File: config.mk
export PLATFORM = sky130hd
export DESIGN_NAME = disp_scheduler
export DESIGN_NICKNAME = d
export VERILOG_FILES = /design/src/rtl/disp_scheduler.sv
export SDC_FILE = /design/constraint.sdc
export NUM_CORES = 1
export LEC_CHECK = 0
export CAP_MARGIN = 10
export CORE_MARGIN = 1
export CORE_UTILIZATION = 48
export DETAILED_ROUTE_END_ITERATION = 16
export PLACE_DENSITY = 0.8
export SETUP_SLACK_MARGIN = 0.4
export SYNTH_ARGS = -nofsm -noshare
export SYNTH_HDL_FRONTEND = slang
export SYNTH_SLANG_ARGS = --single-unit
File: constraint.sdc
create_clock -name clk -period 3.1 [get_ports clk]
set_input_delay 0.31 -clock clk [delete_from_list [all_inputs] [get_ports clk]]
set_output_delay 0.31 -clock clk [all_outputs]
set_load 0.03 [all_outputs]
File: src/rtl/disp_scheduler.sv
// disp_scheduler: picks the time / alarm / peek word for the six-digit display and builds
// the edit blink and ring flash masks. Optional macro DISP_LZ_BLANK_EN blanks a leading-zero hour digit.
module disp_scheduler #(
    parameter int CLK_HZ        = 50_000_000,
    parameter int BLINK_HALF_MS = 250,
    parameter int HOLD_MS       = 3000
) (
    input  logic        clk,
    input  logic        rst_n,
    input  logic [23:0] time_bcd,
    input  logic [23:0] alarm_bcd,
    input  logic [1:0]  set_mode,
    input  logic [1:0]  set_field,
    input  logic        peek_req,
    input  logic        ring,
    output logic [23:0] num,
    output logic [5:0]  blank,
    output logic [1:0]  src,
    output logic        peek_active
);
    localparam int DIV    = CLK_HZ / 1000;
    localparam int PRE_W  = (DIV > 1) ? $clog2(DIV) : 1;
    localparam int BLK_W  = (BLINK_HALF_MS > 1) ? $clog2(BLINK_HALF_MS) : 1;
    localparam int HOLD_W = (HOLD_MS > 1) ? $clog2(HOLD_MS) : 1;

    localparam logic [PRE_W-1:0]  PRE_LAST  = PRE_W'(DIV - 1);
    localparam logic [BLK_W-1:0]  BLK_LAST  = BLK_W'(BLINK_HALF_MS - 1);
    localparam logic [HOLD_W-1:0] HOLD_LAST = HOLD_W'(HOLD_MS - 1);

    typedef enum logic [2:0] {S_TIME, S_EDIT_T, S_EDIT_A, S_PEEK, S_RING} state_t;

    state_t              state_q, state_d;
    logic [PRE_W-1:0]    pre_q, pre_d;
    logic [BLK_W-1:0]    blink_q, blink_d;
    logic                phase_q, phase_d;
    logic [HOLD_W-1:0]   peek_cnt_q, peek_cnt_d;
    logic [1:0]          field_q, field_d;
    logic [23:0]         num_q, num_d;
    logic [5:0]          blank_q, blank_d;
    logic [1:0]          src_q, src_d;
    logic                peek_active_q, peek_active_d;
    logic                tick, peek_done;

    always_comb begin
        tick  = (pre_q == PRE_LAST);
        pre_d = tick ? '0 : pre_q + 1'b1;
        peek_done = (state_q == S_PEEK) && tick && (peek_cnt_q == HOLD_LAST);

        if (ring)                                              state_d = S_RING;
        else if (set_mode == 2'd1)                             state_d = S_EDIT_T;
        else if (set_mode == 2'd2)                             state_d = S_EDIT_A;
        else if (peek_req || (state_q == S_PEEK && !peek_done)) state_d = S_PEEK;
        else                                                   state_d = S_TIME;

        // Any exit from PEEK forgets the timer, so a peek never resumes after RING/EDIT.
        if (state_d != S_PEEK || state_q != S_PEEK || peek_req) peek_cnt_d = '0;
        else if (tick)                                          peek_cnt_d = peek_cnt_q + 1'b1;
        else                                                    peek_cnt_d = peek_cnt_q;

        field_d = set_field;
        blink_d = blink_q;
        phase_d = phase_q;
        if (state_d != state_q || set_field != field_q) begin
            blink_d = '0;
            phase_d = 1'b0;
        end else if (tick) begin
            if (blink_q == BLK_LAST) begin
                blink_d = '0;
                phase_d = ~phase_q;
            end else begin
                blink_d = blink_q + 1'b1;
            end
        end

        num_d         = (state_d == S_EDIT_A || state_d == S_PEEK) ? alarm_bcd : time_bcd;
        peek_active_d = (state_d == S_PEEK);
        case (state_d)
            S_RING:           src_d = 2'd2;
            S_EDIT_A, S_PEEK: src_d = 2'd1;
            default:          src_d = 2'd0;
        endcase

        blank_d = '0;
        if (phase_d) begin
            case (state_d)
                S_RING: blank_d = 6'b111111;
                S_EDIT_T, S_EDIT_A: begin
                    case (set_field)
                        2'd0:    blank_d = 6'b110000;
                        2'd1:    blank_d = 6'b001100;
                        2'd2:    blank_d = 6'b000011;
                        default: blank_d = 6'b000000;
                    endcase
                end
                default: blank_d = '0;
            endcase
        end
`ifdef DISP_LZ_BLANK_EN
        if ((state_d == S_TIME || state_d == S_EDIT_T || state_d == S_RING) && num_d[23:20] == 4'd0)
            blank_d[5] = 1'b1;
`endif
    end

    always_ff @(posedge clk or negedge rst_n) begin
        if (!rst_n) begin
            state_q       <= S_TIME;
            pre_q         <= '0;
            blink_q       <= '0;
            phase_q       <= 1'b0;
            peek_cnt_q    <= '0;
            field_q       <= '0;
            num_q         <= '0;
            blank_q       <= '0;
            src_q         <= '0;
            peek_active_q <= 1'b0;
        end else begin
            state_q       <= state_d;
            pre_q         <= pre_d;
            blink_q       <= blink_d;
            phase_q       <= phase_d;
            peek_cnt_q    <= peek_cnt_d;
            field_q       <= field_d;
            num_q         <= num_d;
            blank_q       <= blank_d;
            src_q         <= src_d;
            peek_active_q <= peek_active_d;
        end
    end

    assign num         = num_q;
    assign blank       = blank_q;
    assign src         = src_q;
    assign peek_active = peek_active_q;
endmodule
==> metrics.md <==
| Metric | Value |
|---|---|
| Status | completed |
| Gr usage total | 20.61% |
| Mapped Nets | 343 |
| Pin count of the biggest net entering global routing | 29 |
| GR Layer Usage met2 | 33.70% |
| Cell Area, Synth | 0.003288 mm2 |
| DRC violation total after the first TritonRoute iteration | 83 |
| Area leader, netlist | dfrtp_1 |
| Static Leak | 1.874 nW |
| Global route overflow | 0 |
| Met1 GRT Util | 23.66% |
| Clock sink count | 72 |
| DR vias | 2,370 |
| Worst setup margin | 0.6077 ns |
| Nets | 436 |
| R2r worst-path depth | 7 |
| Vias/cell | 5.175 |
| Yosys Warn Count | 0 |
| CTS tree | done |
| Most Used Layer, Global Route | met2 |
| FF+latch count, synth | 72 |
| Post_cts resized | 0 |
| Worst vdd ir | 0.0003466 V |
| Final cell count without fillers | 458 |
| Dpl cells | 441 |
| CP startpoint kind | register |
| TritonCTS Buffers | 9 |
| GRT met3 Usage | 11.70% |
| PwrDens | 484.3 mW/mm2 |
| Critical Path Stages | 7 |
| Arr. time, crit path | 2.71 ns |
| Max FO, Critical Path | 26 |
| Max-Cap Viols | 0 |
| Ratio of final minimum period to clock period | 80.40% |
| Final antenna-violating net count | 0 |
| Hold Fails Final Rpt | 0 |
| Final setup viols | 0 |
| Routed wire length | 6645 um |
| PortBufs | 88 |
| Reg2reg setup slack | 0.61 ns |
| Critical path's slowest cell | or4bb_1 |
| Pre-CTS setup slack | 0.6161 ns |
| Clk buf depth | 2 |
| Dpl hpwl | 4906 um |
| Worst r2r dst | num[4] |
| Routed len/inst | 14.51 um |
| Mean Syn Cell Area | 11.62 um2 |
| Netlist cell types | 42 |
| Worst-Margin Slew | 0.6475 ns |
| CP Data Required Time | 3.32 ns |
| # H-tree levels | 3 |
| Die area | 0.007185 mm2 |
| Register Area | 0.001802 mm2 |
| Initial antenna violation count | 0 |
| Commonest non-fill, non-tap cell in the layout | clkdlybuf4s50_1 |
| WS Path Type | reg -> reg |
| Sequential power share | 45.3% |
| Row count | 29 |
| Buf+Inv Stages, Crit Path | 1 |
| Setup_tns | 0 ns |
| Hold Crit Start | pre_q[0] |
| Synth top area cells | dfrtp_1 55%, mux2_1 6.2%, xor2_1 4.8% |
| RSZ-0062 raised after global routing | false |
| Die H | 84.77 um |
| FMAX | 0.4012 GHz |
| Highest-count cells in the layout ignoring fill and taps | 87 x clkdlybuf4s50_1, 72 x dfrtp_1, 27 x nor2_1 |
| Hold crit path type | reg -> reg |
| Share of layout cells above drive strength 1 | 9.974% |
| GPL Wtd Cong | 0.7904 |
| Top delay family on crit path | simple AND/OR/NAND/NOR gates |
| Register area share after synthesis | 54.79% |
| CTS clk-pin slew, worst paths | 0.07 ns |
| Clock Latency Late Sink | 0.34 ns |
| Switch Pwr | 493.9 uW |
| Worst setup path end | num[4] |
| Final min period | 2.492 ns |
| DRC viols | 0 |
| Critical Path Start | pre_q[12] |
| Setup crit end kind | register |
| Clock network power share | 41.4% |
| Root Driver | clkbuf_8 |
| CP peak stage delay | 0.50 ns |
| Reg2reg start | pre_q[12] |
| First drt pass iteration count | 6 |
| Global-route wire length before repair | 11,490 um |
| Core Region | 0.006495 mm2 |
| Max-slew headroom | 56.48% |
| Yosys top cell area share | 54.79% |
| Number of global-route vias before repair | 2,505 |
| N_diodes | 0 |
| Switching part of the total power | 22.79% |
| Synthesis-to-layout area growth | 36.11% |
| WHS | 0.4571 ns |
| Multi-input logic area | 0.001379 mm2 |
| Comb pwr share | 13.4% |
| Int Power | 1.674 mW |
| Fillcell total | 477 |
| Die W | 84.77 um |
| Critical path cell sequence | or4bb_1 > nor4_1 > and3_1 > or2_1 > a21o_1 > buf_4 > mux2_2 |
| Worst Skew | 0.01029 ns |
| IO Pins | 89 |
| Synthesized netlist cell count | 283 |
| Initial core utilization | 50.63% |
| Final count of pins violating max slew | 0 |
## stage by stage
step	total power [mW]	util, %	cell area, um2
CTS	2.186	68.91	4476
global placement	1.286	64.98	4220
detailed placement	1.291	64.98	4220
floorplan	1.126	-	3288
finish	2.167	68.91	4476
global route	2.252	68.91	4476
## cells in the mapped netlist, drive strengths merged
library cell  instances
mux2                 25
xnor2                17
nor4                  9
o2bb2ai               1
a211oi                1
nand3b                1
and2                  2
nand2b                8
nor2                 28
o21ai                 2
nand4b                1
clkbuf                3
nand2                16
and3                 10
inv                   8
or4b                  3
nor3                 12
or2                   2
xor2                 18
nand4                 7
buf                   9
mux2i                 1
a21o                  1
a31oi                 3
nor2b                 4
nand3                 9
dfrtp                72
o22ai                 2
or4                   2
nor4b                 1
ha                    4
or4bb                 1
## layout make-up
class                   count  share of cell area [%]
multi-input cells         191                   30.81
repair buffers             94                   20.63
inverters                   8                  0.6710
well taps                  77                   2.153
flip-flops and latches     72                   40.26
clock buffers              11                   3.159
clock inverters             5                   2.320
## worst min-delay path by stage
stage	depth (start not counted)	slack (ns)	to
floorplan	0	0.01	blank[1]
global route	1	0.48	pre_q[0]
finish	1	0.46	pre_q[0]
global placement	1	0.36	blink_q[5]
CTS	1	0.46	pre_q[0]
detailed placement	1	0.35	peek_cnt_q[9]
## sequential cells by signal, indices dropped and copies added (netlist names)
register and flops:
state_q 3, src 2, num 24, peek_active 1
phase_q 1, field_q 2, peek_cnt_q 12, blank 3
pre_q 16, blink_q 8
## worst reg2reg max path, stage by stage (launching register included)
cell	delay [ns]
dfrtp_1	0.42
or4bb_1	0.50
nor4_1	0.24
and3_1	0.24
or2_1	0.16
a21o_1	0.12
buf_4	0.31
mux2_2	0.39
## power groups by stage
stage,registers (mW),logic [mW],clock network [mW]
final,0.981,0.290,0.897
after global placement,0.998,0.288,0
after global routing,0.983,0.313,0.956
after floorplan,1.06,0.0668,0
after detailed placement,0.999,0.291,0
after CTS,0.981,0.294,0.911
## routing by layer
layer	up-vias	part of all wire, %
li1	1154	-
met1	1136	40
met2	74	48
met3	6	11
met4	0	0.80
met5	-	0
## cells by family after synthesis
group,count (synthesis),synth area share [%]
adder cells (fa/ha/maj),4,1.522
multiplexers,26,8.866
AND/OR/NAND/NOR,116,20.24
AO/OA/AOI/OAI,10,1.979
buffers and inverters,20,3.272
XOR/XNOR,35,9.323
flip-flops,72,54.79
## repair_timing
item / CTS / global route
setup endpoints to repair: 0 / 0
buffers inserted: 0 / 0
hold buffers: 1 / 0
endpoints found under the hold margin: 26 / 0
(Power assumes the default switching activity.)
